### config.mk
export PLATFORM = sky130hd
export DESIGN_NAME = stencil_window_ub
export DESIGN_NICKNAME = d
export VERILOG_FILES = /design/src/rtl/stencil_window_ub.sv
export SDC_FILE = /design/constraint.sdc
export NUM_CORES = 2
export LEC_CHECK = 0
export ABC_AREA = 1
export ABC_CLOCK_PERIOD_IN_PS = 12400
export CELL_PAD_IN_SITES_DETAIL_PLACEMENT = 1
export CELL_PAD_IN_SITES_GLOBAL_PLACEMENT = 1
export CORE_MARGIN = 5
export CORE_UTILIZATION = 55
export DETAILED_ROUTE_END_ITERATION = 7
export DONT_BUFFER_PORTS = 1
export PLACE_DENSITY_LB_ADDON = 0.3
export SLEW_MARGIN = 40
export SYNTH_ARGS = -nofsm -noshare
export SYNTH_HDL_FRONTEND = slang
export SYNTH_SLANG_ARGS = --single-unit
### constraint.sdc
create_clock -name clk -period 12.4 [get_ports clk]
set_clock_uncertainty 0.2 [all_clocks]
set_input_delay 2.48 -clock clk [delete_from_list [all_inputs] [get_ports clk]]
set_output_delay 2.48 -clock clk [all_outputs]
set_load 0.1 [all_outputs]
### src/rtl/stencil_window_ub.sv
// stencil_window_ub: streaming K x K stencil-window generator.
// Takes one pixel per accepted cycle in raster order. The window of the most
// recent K rows and K columns is presented one cycle after the pixel that
// completes it.
//
// Ports:
//   clk, rst_n   clock (rising edge), asynchronous active-low reset
//   clr          synchronous frame restart; a pixel accepted in the same
//                cycle becomes (0,0) of the new frame
//   in_valid     in_data carries a pixel; when low, the cycle is a stall
//   in_data      pixel value, WIDTH bits
//   out_valid    out_window holds a complete in-frame window (one-cycle pulse)
//   out_window   element i = ky*K+kx sits at [i*WIDTH +: WIDTH];
//                it holds pixel (row-(K-1)+ky, col-(K-1)+kx)
//   frame_done   pulses together with the window of the frame's last pixel

// One window row: a K-deep shift register fed by a row tap.
// sr[K-1] holds the newest pixel and sr[0] the oldest.
module stencil_window_ub_row #(
  parameter int WIDTH = 16,
  parameter int K     = 3
) (
  input  logic                      clk,
  input  logic                      rst_n,
  input  logic                      adv,
  input  logic [WIDTH-1:0]          tap,
  output logic [K-1:0][WIDTH-1:0]   sr
);
  always_ff @(posedge clk or negedge rst_n) begin
    if (!rst_n)   sr <= '0;
    else if (adv) sr <= {tap, sr[K-1:1]};
  end
endmodule

module stencil_window_ub #(
  parameter int WIDTH = 16,
  parameter int K     = 3,
  parameter int IMG_W = 64,
  parameter int IMG_H = 64
) (
  input  logic                   clk,
  input  logic                   rst_n,
  input  logic                   clr,
  input  logic                   in_valid,
  input  logic [WIDTH-1:0]       in_data,
  output logic                   out_valid,
  output logic [K*K*WIDTH-1:0]   out_window,
  output logic                   frame_done
);
  localparam int CW = (IMG_W > 1) ? $clog2(IMG_W) : 1;
  localparam int RW = (IMG_H > 1) ? $clog2(IMG_H) : 1;

  logic [CW-1:0] col, pcol;
  logic [RW-1:0] row, prow;
  logic          col_last, row_last, in_frame;

  // Position of the pixel offered this cycle; clr makes it (0,0).
  assign pcol     = clr ? '0 : col;
  assign prow     = clr ? '0 : row;
  assign col_last = (pcol == CW'(IMG_W-1));
  assign row_last = (prow == RW'(IMG_H-1));
  // Counters restart with every frame, so this mask also hides line data
  // left over from an earlier frame or from before a reset.
  assign in_frame = (prow >= RW'(K-1)) && (pcol >= CW'(K-1));

  always_ff @(posedge clk or negedge rst_n) begin
    if (!rst_n) begin
      row        <= '0;
      col        <= '0;
      out_valid  <= 1'b0;
      frame_done <= 1'b0;
    end else begin
      out_valid  <= 1'b0;
      frame_done <= 1'b0;
      if (clr) begin
        row <= '0;
        col <= '0;
      end
      if (in_valid) begin
        out_valid  <= in_frame;
        frame_done <= row_last && col_last;
        if (col_last) begin
          col <= '0;
          row <= row_last ? '0 : prow + 1'b1;
        end else begin
          col <= pcol + 1'b1;
          row <= prow;
        end
      end
    end
  end

  // Row taps: taps[K-1] is the live pixel, taps[j] the pixel one row above
  // taps[j+1] at the same column.
  logic [K-2:0][WIDTH-1:0]        rd;
  logic [K-1:0][WIDTH-1:0]        taps;
  logic [K-1:0][K-1:0][WIDTH-1:0] win;

  assign taps = {in_data, rd};

  // Row delays share the column address. The read returns the old word
  // while the same address is written, which is what moves data up one row.
  for (genvar j = 0; j < K-1; j++) begin : g_dly
    logic [WIDTH-1:0] mem [IMG_W];
    logic [WIDTH-1:0] wr;
    if (j == K-2) begin : g_top
      assign wr = in_data;
    end else begin : g_mid
      assign wr = rd[j+1];
    end
    always_ff @(posedge clk) begin
      if (in_valid) mem[pcol] <= wr;
    end
    assign rd[j] = mem[pcol];
  end

  stencil_window_ub_row #(.WIDTH(WIDTH), .K(K)) u_row [K-1:0] (
    .clk   (clk),
    .rst_n (rst_n),
    .adv   (in_valid),
    .tap   (taps),
    .sr    (win)
  );

  // win[ky][kx] flattens to element ky*K+kx.
  assign out_window = win;
endmodule

# Word level (Yosys, flattened, before mapping)
# Memory sizes are Yosys's and may differ from the RTL's. A register that Yosys moved wholly into a read port is not among the register bits.
# Cells that the tools add are included.
[word_totals] register_bits=142 latchBits=0 ramBits=2048 rom_bits=0 input_bits=20 output_inout_bits=146 wordCells=34 n_memories=2
[classes] add_sub_neg=2 mul=0 div=0 n_lt_le_gt_ge=2 eq_ne=2 shifts=0 mux=11 bitwise=0 n_reduce_logical=3
[mem_list] name="g_dly[0].mem" depth=64 word_bits=16 rd=1 rd_clocked_by_memory_dff=1 wr=1 line="104" text="logic [WIDTH-1:0] mem [IMG_W];"
[mem_list] name="g_dly[1].mem" depth=64 word_bits=16 rd=1 rd_clocked_by_memory_dff=0 wr=1 line="104"
[op_table] op="6-bit two-way mux" n=7
[op_table] op="6-bit by 1-bit adder with 6-bit output, second input constant" n=2
[op_table] op="6-bit == test, second input constant" n=2
[op_table] op="6-bit by 2-bit >= comparator with 1-bit output, second input constant" n=2
[op_table] op="1-bit two-way mux" n=4
[op_table] op="1-bit logical AND" n=2
[op_table] op="1-bit zero test" n=1

# Depth between registers and ports, before layout
[logic_depth] depth_word=5 depth_mapped=17 depth_no_buf=14

# Modules after synthesis
# Synthesis repeated with hierarchy kept, for this count alone.
[unflattened] hier_cells=7698 area_unflattened_um2=89482.1
[modules_own_cells] module="stencil_window_ub" instances=1 cells_each=7089 area_per_inst_um2=84035.6 seq_area_each_um2=61849.3
[modules_own_cells] module="stencil_window_ub_row" instances=3 cells_each=203 area_per_inst_um2=1815.5 seq_area_each_um2=1201.2

# Worst setup path after synthesis
# No wires, ideal clock.
[synth_timing] path_kind="in2reg" from="input port clr" to="memory g_dly[0].mem[15][0], enable pin" setup_time_ns=0.461 arrival_ns=5.586 required_time_ns=11.739 path_slack_ns=6.153 path_stages=10 path_buffers=3 cell_sequence="buf_6 > nor2_4 > buf_4 > buf_6 > nand2_2 > nor2_4 > inv_2 > nor2_2 > inv_2 > nor3_1"
[synth_via] elab_chain_len=1
[synth_rtl] item="from (decl)" line="43" text="input logic clr,"
[synth_rtl] item="6-bit two-way mux"
[synth_rtl] item="to (decl)" line="104"
# No other way between the ends.

# Final worst setup path
[layout_timing] from="input port clr" to="memory g_dly[0].mem[11][7] (data pin)"
[layout_via] elab_chain_len=2
[layout_rtl] item="6-bit two-way mux"
[layout_rtl] item="memory read 64 x 16 bit"
[layout_rtl] item="via g_dly[0].wr[7]" line="105" text="logic [WIDTH-1:0] wr;"
# The timed path passes the listed nets, and every way through them passes these cells.

==> results.md <==
- Max Cap Viol: 0
- Routed wire length per instance: slightly below 30 um
- Synth-to-layout area growth: 11.22%
- Layout Nets: around 8.5k
- Number of placement rows: ~150
- Critical path capture point: g_dly[0].mem[11][7]
- Via/cell ratio: 6.160
- Max_slew headroom: approximately a third
- Library cell appearing most often on the critical path: sky130_fd_sc_hd__nand2_1
- Worst-path maximum fanout: 149
- Final clock period utilization by the worst path: a little under three fifths
- Leading cell type in the layout, fill and taps excluded: sky130_fd_sc_hd__nand2_1
- Core ar.: about 160,000 um^2
- CTS tree: yes
- Critical hold path startpoint: row[1]
- Cells after synthesis: approximately 8.5k
- Number of nets produced by synthesis: 8,504
- Setup repair after global routing missed its margin: no
- Number of antenna violations at the first check in global routing: 14
- Setup tns final: 0 ns
- Placed wire-length estimate: about 180,000 um
- Clk slew on worst S/H paths: 0.07 ns
- Library cell contributing the largest single delay on the critical path: sky130_fd_sc_hd__nor2_1
- Clock latency on the worst-skew pair: 0.86 ns
- Layout fillers: between 15k and 20k
- Crit path buf inv count: 3
- Setup fix buffers added after clock tree synthesis: 0
- Fmax: 145.0 MHz
- Yosys warnings: 0
- Pins Over Slew Limit: 0
- GR met2 Demand/Resource: 60.83%
- Critical path class: primary input to flip-flop
- Worst reg2reg path endpoint: g_dly[0].mem[28][13]
- GRT overflow: 0
- Power after layout: roughly 17 mW
- Data arrival at the endpoint of the critical path: between 7 and 8 ns
- Quantity of hold-fixing buffers added after cts: 0
- Highest cell delay on the worst timing path: about 0.61 ns
- Hold Path Cell Cnt: 2
- Area of combinational cells with multiple inputs: between 20,000 and 25,000 um^2
- Worst setup SP type: primary input
- Number of flip-flops and latches in the synthesized netlist: 2,206
- Detailed-routing iteration count for the pre-antenna-repair pass: 6
- Largest net degree at the start of global routing: about 160
- Setup slack, reg-to-reg: between 6 and 7 ns
- Least-Margin Pin Slew: between 0.9 and 1 ns
- X dimension of the die: approximately 420 um
- Final hold violations: 0
- Met3 global-route usage: between 7 and 8%
- Most frequent cells in the layout: sky130_fd_sc_hd__nand2_1, sky130_fd_sc_hd__edfxtp_1, sky130_fd_sc_hd__inv_1
- Met1 Use GR: between 40 and 50%
- I/O pin total: approximately 170
- Total leakage power: approximately 40 nW
- Die area: approximately 170,000 um^2
- Weighted congestion at the end of routability-driven global placement: 0.8447
- Final wirelength: around 320,000 um
- Status: finished, final reports clean
- Overall global routing resource usage: 36.77%
- Worst path depth: 12
- Capturing element type of the critical path: flip-flop
- Power density over the cells: 166.9 nW/um^2
- FF/Latch Area: ~66,000 um^2
- Via count of the routed design: roughly 67k
- Total clock sinks: approximately 2.2k
- Critical register-to-register path startpoint: col[0]
- First-pass GRT wire length: approximately 470,000 um
- CTS H-Tree Depth: 4
- Post-synthesis instance area: roughly 91,000 um^2
- Input/output buffers: 0
- Cell count of the worst reg-to-reg path: 15
- Sequential area share after synthesis: 71.79%
- Required arrival time at the worst endpoint: between 10 and 15 ns
- Shortest clock period the worst path allows after layout: between 6 and 7 ns
- Count of unresolved DRC violations after routing: 0
- Share of final-layout standard cells stronger than drive strength 1: 8.659%
- Count of different cell masters after synthesis: 34
- Fraction of the core area covered by cells at the end of the flow: between 60% and 70%
- Cell at the root of the clock tree: sky130_fd_sc_hd__clkbuf_16
- Cell breakdown of the critical path: inv_8 -> nand2_8 -> buf_12 -> buf_12 -> o21ai_0 -> o21ai_1 -> nand2_1 -> nand2_1 -> nand2_1 -> nand2_1 -> nor2_1 -> nand2_4
- Syn_area_per_cell: ~11 um^2
- Clock Path Buffers: 3
- Worst setup path start: clr
- Number of violations reported at the end of detailed-routing iteration 0: roughly 8.3k
- Starting density of the core: 55.26%
- Kind of cell adding the most delay to the critical path: simple AND/OR/NAND/NOR gates
- Inserted Clock Buffers: 220
- Post-CTS sizing: 0
- Final ANT Viol Nets: 0
- Die Ht: 417.2 um
- Via count of the first global-routing pass: a little over 70k
- Most Crowded Layer GR: met2
- Worst Hold Class: flip-flop to flip-flop
- Worst vdd ir: between 0.1 and 0.15 mV
- Count of endpoints failing setup in the final report: 0
==> kinds of logic (layout without fill, tap and decap cells) <==
| logic type | Yosys count | in the layout | synth area share [%] |
|---|---|---|---|
| flip-flops | 2206 | 2206 | 71.79 |
| AND/OR/NAND/NOR | 4686 | 4686 | 20.72 |
| buffers and inverters | 1327 | 1483 | 5.951 |
| adder cells (fa/ha/maj) | 2 | 2 | 0.02744 |
| AO/OA/AOI/OAI | 258 | 258 | 1.492 |
| XOR/XNOR | 3 | 3 | 0.02882 |
| other | 0 | 3 | 0 |
==> worst min-delay path by stage <==
stage / end / slack (ns)
after floorplan: row[1] / 0.33
after global routing: row[1] / 0.43
after CTS: row[1] / 0.40
after detailed placement: row[1] / 0.39
after global placement: row[1] / 0.36
final: row[1] / 0.39
==> synth_stat cells <==
cell                       number  share of area, %
sky130_fd_sc_hd__nand2_4        2             0.025
sky130_fd_sc_hd__buf_1         31              0.13
sky130_fd_sc_hd__o21ai_1       56              0.31
sky130_fd_sc_hd__o21ai_2        1            0.0096
sky130_fd_sc_hd__or2_2         15              0.10
sky130_fd_sc_hd__nor2_2         5             0.034
sky130_fd_sc_hd__nand2_1     3365                14
sky130_fd_sc_hd__edfxtp_1    2048                67
sky130_fd_sc_hd__nor2_8         1             0.022
sky130_fd_sc_hd__xnor2_1        1            0.0096
sky130_fd_sc_hd__and2_1         1            0.0069
sky130_fd_sc_hd__inv_8          1             0.012
sky130_fd_sc_hd__ha_1           2             0.027
sky130_fd_sc_hd__o22ai_1        1            0.0069
sky130_fd_sc_hd__xor2_1         2             0.019
sky130_fd_sc_hd__nand2_2        3             0.021
sky130_fd_sc_hd__a221oi_1       1            0.0096
sky130_fd_sc_hd__dfrtp_1      158               4.3
sky130_fd_sc_hd__buf_6          4             0.049
sky130_fd_sc_hd__nor2_1       404               1.7
sky130_fd_sc_hd__o211ai_1      24              0.20
sky130_fd_sc_hd__nor2_4        10              0.12
sky130_fd_sc_hd__nor3b_2        1             0.014
sky130_fd_sc_hd__nand3b_1       1            0.0082
sky130_fd_sc_hd__nand4_1       17              0.12
sky130_fd_sc_hd__inv_2          7             0.029
sky130_fd_sc_hd__nand3_1      856               4.7
sky130_fd_sc_hd__clkbuf_1      84              0.35
sky130_fd_sc_hd__inv_1        908               3.7
sky130_fd_sc_hd__nor3_1         5             0.027
sky130_fd_sc_hd__buf_4         17              0.14
sky130_fd_sc_hd__buf_2        275               1.5
sky130_fd_sc_hd__o21ai_0      103              0.57
sky130_fd_sc_hd__a21oi_1       72              0.40
==> worst min-delay path: stages, from the launching register on <==
cell and delay, ns:
sky130_fd_sc_hd__dfrtp_1 0.38, sky130_fd_sc_hd__nand2_1 0.08, sky130_fd_sc_hd__o21ai_0 0.08
==> final cells by class <==
cell class                      count  share of cell area (%)
Clock buffer                      271                   5.811
Multi-Input combinational cell   4949                   20.64
Timing Repair Buffer              151                   1.333
Sequential cell                  2206                   64.71
Inverter                          916                   3.413
Tap cell                         2189                   2.701
Clock inverter                    145                   1.383
Antenna cell                        3                0.007403
==> state kept, by name, summed over array words and instances (netlist names) <==
register and flops:
out_valid 1, col 6, frame_done 1, u_row.sr 144
row 6, g_dly.mem 2048
==> metal layers <==
layer | wire (um) | part of all wire, %
met5 | 24 | 0.0074
met4 | 22720 | 7.0
met1 | 111300 | 34
met2 | 154600 | 48
met3 | 34230 | 11
==> power breakdown <==
group	total [mW]	switching, mW	internal (mW)
logic	1.16	0.911	0.249
registers	8.92	0.571	8.35
clock network	6.84	2.90	3.94
==> stage by stage <==
stage	std cells	instance area (um^2)	hold slack, ns	setup WS, ns
floorplan	8482	91180	0.3323	6.153
global placement	10410	93760	0.3561	5.018
detailed placement	10410	94020	0.3871	5.171
CTS	10830	101300	0.3963	5.989
global route	10830	101400	0.4292	5.675
finish	10830	101400	0.3894	5.502
(Power assumes the default switching activity.)
